`src/rtl/debounce_edge.sv`:
```
// Synchronizes a raw button input, debounces it with a counter-qualified FSM,
// and emits a registered clean level plus one-cycle rise/fall strobes.
module debounce_edge #(
  parameter int SYNC_STAGES     = 2,
  parameter int CNT_W           = 16,
  parameter int DEBOUNCE_CYCLES = 50000
) (
  input  logic clk,
  input  logic rst,
  input  logic btn_in,
  output logic btn_level,
  output logic btn_rise,
  output logic btn_fall,
  output logic busy
);

  localparam logic [1:0] IDLE_LO = 2'd0;
  localparam logic [1:0] WAIT_HI = 2'd1;
  localparam logic [1:0] IDLE_HI = 2'd2;
  localparam logic [1:0] WAIT_LO = 2'd3;

  localparam logic [CNT_W-1:0] CNT_TERM = CNT_W'(DEBOUNCE_CYCLES - 1);

  logic [SYNC_STAGES-1:0] sync;
  logic                   sync_out;
  logic [1:0]             state;
  logic [CNT_W-1:0]       cnt;

  // btn_in is sampled only by the first stage of this chain.
  always_ff @(posedge clk) begin
    if (rst) begin
      sync <= '0;
    end else begin
      sync <= {sync[SYNC_STAGES-2:0], btn_in};
    end
  end

  assign sync_out = sync[SYNC_STAGES-1];

  always_ff @(posedge clk) begin
    if (rst) begin
      state     <= IDLE_LO;
      cnt       <= '0;
      btn_level <= 1'b0;
      btn_rise  <= 1'b0;
      btn_fall  <= 1'b0;
      busy      <= 1'b0;
    end else begin
      btn_rise <= 1'b0;
      btn_fall <= 1'b0;
      case (state)
        IDLE_LO: begin
          if (sync_out) begin
            state <= WAIT_HI;
            cnt   <= '0;
            busy  <= 1'b1;
          end
        end
        WAIT_HI: begin
          // A glitch wins over the terminal count: the change is rejected.
          if (!sync_out) begin
            state <= IDLE_LO;
            cnt   <= '0;
            busy  <= 1'b0;
          end else if (cnt == CNT_TERM) begin
            state     <= IDLE_HI;
            cnt       <= '0;
            busy      <= 1'b0;
            btn_level <= 1'b1;
            btn_rise  <= 1'b1;
          end else begin
            cnt <= cnt + 1'b1;
          end
        end
        IDLE_HI: begin
          if (!sync_out) begin
            state <= WAIT_LO;
            cnt   <= '0;
            busy  <= 1'b1;
          end
        end
        WAIT_LO: begin
          if (sync_out) begin
            state <= IDLE_HI;
            cnt   <= '0;
            busy  <= 1'b0;
          end else if (cnt == CNT_TERM) begin
            state     <= IDLE_LO;
            cnt       <= '0;
            busy      <= 1'b0;
            btn_level <= 1'b0;
            btn_fall  <= 1'b1;
          end else begin
            cnt <= cnt + 1'b1;
          end
        end
        default: begin
          state <= IDLE_LO;
          cnt   <= '0;
          busy  <= 1'b0;
        end
      endcase
    end
  end

endmodule
```
`config.mk`:
```
export PLATFORM = sky130hd
export DESIGN_NAME = debounce_edge
export DESIGN_NICKNAME = d
export VERILOG_FILES = /design/src/rtl/debounce_edge.sv
export SDC_FILE = /design/constraint.sdc
export NUM_CORES = 1
export LEC_CHECK = 0
export BUFFER_PORTS_ARGS = -buffer_cell sky130_fd_sc_hd__buf_2
export CORE_ASPECT_RATIO = 1.75
export CORE_UTILIZATION = 50
export CTS_BUF_LIST = sky130_fd_sc_hd__clkbuf_4 sky130_fd_sc_hd__clkbuf_8
export DETAILED_ROUTE_END_ITERATION = 16
export PLACE_DENSITY = 0.74
export RECOVER_POWER = 100
export SYNTH_ARGS = -nofsm -noshare
export SYNTH_HDL_FRONTEND = slang
export SYNTH_SLANG_ARGS = --single-unit
```
`constraint.sdc`:
```
create_clock -name clk -period 3.75 [get_ports clk]
set_input_delay 0.1875 -clock clk [delete_from_list [all_inputs] [get_ports clk]]
set_output_delay 0.1875 -clock clk [all_outputs]
set_load 0.005 [all_outputs]
```
# After elaboration in Yosys (flattened, before gate mapping)
# Index checks and enable logic that the tools add are counted.
# classes
eq_ne	12
addsub	1
bitwise	3
muxes	25
n_reduce_logical	7
# ops
op	count
16-bit 2-to-1 mux	5
16-bit case mux with 4 select lines	1
16-bit by 1-bit adder with 16-bit output (second input constant)	1
16-bit == test (second input constant)	1
2-bit 2-to-1 mux	6
2-bit != test (second input constant)	6
1-bit 2-to-1 mux	10
2-bit case mux with 4 select lines	1
3-bit != test (second input constant)	2
3-bit OR reduction	2
5-bit AND reduction	1
2-bit == test (second input constant)	2
1-bit case mux with 4 select lines	1
4-bit AND reduction	1
1-bit NOT	3
2-bit by 1-bit == test with 1-bit output (second input constant)	1
2-bit zero test	1
1-bit case mux with 2 select lines	1
2-bit AND reduction	1
2-bit nonzero test	1
# totals
reg_bits	24
elab_cells	55
in_bits	3

# Depth between registers and ports, before layout
# logic_depth
ltp_word	4
mapped_depth	7
depth_no_buf	6

# Least setup slack after synthesis
# Ideal clock, no wire load.
# synth_timing
kind	reg2reg
startpoint	register cnt[10]
endpoint	register cnt[13]
slack_ns	1.953
arrival_ns	1.680
path_stages_with_launch	7
setup_time_ns	0.117
synth_period_minus_slack_ns	1.797
path_cell_list	dfxtp_1 -> buf_6 -> or4_4 -> nor4_4 -> or2_1 -> o21ai_1 -> a22o_1
# synth_between
elab_chain_cells	4
elab_cells_between_ends	6
cone_classes	add/sub (1); eq/ne (1); mux (4)
# synth_rtl
item	line_no	text
start, declared	27	logic [CNT_W-1:0] cnt;
start signal, assigned	72	cnt <= cnt + 1'b1;
start signal, assigned	94	cnt <= cnt + 1'b1;
16-bit by 1-bit adder with 16-bit output / 16-bit == test (equally long branches)	--	
16-bit 2-to-1 mux (*)	65, 87	
16-bit 2-to-1 mux (on tied branches)	83, 61	
16-bit case mux with 4 select lines (*)	51	case (state)
# Mark *: on every way between the ends. The rest lies on a longest branch, timed or not.
# A chain may end at the register's enable or synchronous reset.

# Worst setup path after layout
# Same ends and word-level chain as after synthesis.

==> qor.csv <==
stage,metric,value,unit
cts,worstSkewPairLatency,310,ps
finish,drive_gt1_frac,0.07042,
yosys,synth_edf_count,0,
timing,hold_violations,0,
timing,worstMarginPinSlew,793.8,ps
finish,area_growth,4.897,%
worst_setup_path,required,3970,ps
place,portBuffers,6,
status,status,"finished, final reports clean",
place,dp_hpwl,1734,µm
timing,setup_viol,0,
floorplanning,fp.coreArea,0.002120,mm²
yosys,synth_ff_type,dfxtp_1,
worst_setup_path,cp-end-kind,flip-flop,
worst_setup_path,crit_type,flip-flop to flip-flop,
routing,dr.pass1.iters,4,
worst_setup_path,worstSetupStartpointType,flip-flop,
worst_setup_path,crit_path_cell_trace,or4_1 -> nor4_4 -> or2_0 -> o21ai_0 -> a22o_1,
yosys,ys_ff_latch,24,
timing,fin_setup_tns,0,ps
cts,root_buffer,clkbuf_4,
yosys,async_flop_share,0,
cts,postCtsSetupBuffers,0,
pwr,power_density,351.0,mW/mm²
pwr,p_leak,0.4113,nW
floorplanning,io_pins,7,
timing,rsz0062_at_grt,no,
global_route,grt_max_degree,16,
cts,tritoncts,yes,
cts,htreeDepth,1,
cts,hold_buffers,0,
finish,stdcell_count,166,
pwr,ir_worst_vdd,0.3344,mV
yosys,ys_warn_count,0,
finish,final_cell_mix,"dfxtp_1, o21ai_0, nand2_1, nor2_1, nand3_1",
floorplanning,die-area,0.002503,mm²
worst_setup_path,critPathTopFamily,simple AND/OR/NAND/NOR gates,
floorplanning,dieHeight,65.44,µm
global_route,grt_overflow_total,0,
place,dp_cells,162,
yosys,ys_seq_area_frac,0.4178,
global_route,antenna_found_initial,0,
worst_setup_path,path_max_fanout,11,
floorplanning,start_util,0.5425,
worst_setup_path,path_buf_inv,0,
routing,routed_wl,2330,µm
floorplanning,rows,22,
cts,numCtsBuffers,3,
worst_setup_path,max_stage_delay,570,ps
cts,clock-sinks,24,
global_route,grt_use_total,0.2215,
global_route,grt_pass1_vias,961,
finish,utilization,0.5691,
timing,fmax,424.5,MHz
routing,routedWlPerCell,14.04,µm
cts,cts_resized,0,
yosys,synth.distinct_cells,41,
timing,period_share,0.6282,
timing,max_slew_margin,0.4667,
timing,fin_crit,2356,ps
place,gp_routability_congestion,0.8671,
routing,route.antenna.remaining_nets,0,
timing,fin_skew,1.794,ps
worst_setup_path,r2r_slack,1390,ps
worst_setup_path,arrival,2580,ps
finish,final_nets,147,
floorplanning,fp.dieW,38.25,µm
worst_setup_path,crit_slowest_cell,nor4_4,
yosys,netlist_instances,136,
timing,drv_slew,0,
routing,drc,0,
global_route,grt_first_pass_wirelength,4036,µm
routing,dr.first_iter.drc_count,30,
cts,clk_pin_slew_worst_paths,130,ps
finish,layout_commonest_cell,dfxtp_1,
run,maxCapViolCount,0,
routing,vias,1018,
routing,drt-vias-per-instance,6.133,
yosys,syn-cell-area,0.001150,mm²
yosys,synth_area_per_cell,8.455,µm²
cts,clk_path_buf_depth,2,
finish,n_antenna_cell,0,
yosys,syn-num-nets,140,
hold_path,min_path_type,primary input to flip-flop,
-- path summary, 6_finish.rpt --
kind	cells past startpoint	start	end
worst min-delay path	2	btn_in	sync[0]
worst max-delay path	5	cnt[10]	cnt[13]
worst max register to register	5	cnt[10]	cnt[13]
worst min register to register	1	sync[0]	sync[1]
-- cells in the mapped netlist, types with 3 or more instances --
cell	instances	area, µm²
inv_1	4	15.01
nor2_1	11	41.29
nand3_1	10	50.05
and3_1	3	18.77
nand2_1	12	45.04
dfxtp_1	24	480.5
xor2_1	4	35.03
nor3_1	6	30.03
a21oi_1	7	35.03
a31oi_1	5	31.28
o21ai_0	13	65.06
-- power breakdown --
group / switching [mW] / internal (mW)
clock network: 0.0792 / 0.0593
registers: 0.00396 / 0.259
logic: 0.0137 / 0.00835
total: 0.0969 / 0.326
-- through the flow --
stage / total power, mW / hold WS [ps] / instance area (µm²) / setup WS, ps
2_1_floorplan: 0.2836 / 259.1 / 1150 / 1953
3_3_place_gp: 0.2896 / 402.0 / 1179 / 1599
3_5_place_dp: 0.2904 / 415.6 / 1179 / 1560
4_1_cts: 0.4236 / 92.64 / 1215 / 1540
5_1_grt: 0.4388 / 89.99 / 1206 / 1240
6_report: 0.4234 / 86.64 / 1206 / 1394
-- registers in the layout, summed over array words and instances (netlist names), named ones only --
name       count
btn_rise       1
sync           2
btn_fall       1
cnt           16
btn_level      1
state          1
busy           1
-- worst register-to-register path: stages, from the launching register on --
cell and delay, ps:
dfxtp_1 410, or4_1 560, nor4_4 570, or2_0 340, o21ai_0 150, a22o_1 240
-- final cells by class --
type / instances / area [µm²]
inverter: 4 / 15.01
clock buffer: 4 / 36.28
fill: 192 / 913.4
tap: 24 / 30.03
timing repair buffer: 6 / 27.53
multi-input combinational: 104 / 616.8
sequential: 24 / 480.5
-- routing by layer --
| layer | routed length (µm) | GRT usage | share of wire |
|---|---|---|---|
| met1 | 977 | 0.2554 | 0.42 |
| met2 | 1264 | 0.3941 | 0.54 |
| met3 | 55 | 0.03041 | 0.024 |
| met4 | 32 | 0.07589 | 0.014 |
| met5 | 0 | 0 | 0 |
-- cell families after synthesis --
group / after synthesis / synth area share
adder cells (fa/ha/maj): 1 / 0.01088
XOR/XNOR: 4 / 0.03046
multiplexers: 1 / 0.008705
buffers and inverters: 8 / 0.04025
AND/OR/NAND/NOR: 64 / 0.3167
flip-flops: 24 / 0.4178
AO/OA/AOI/OAI: 34 / 0.1752
No activity file was read; power rests on OpenSTA's default activity.
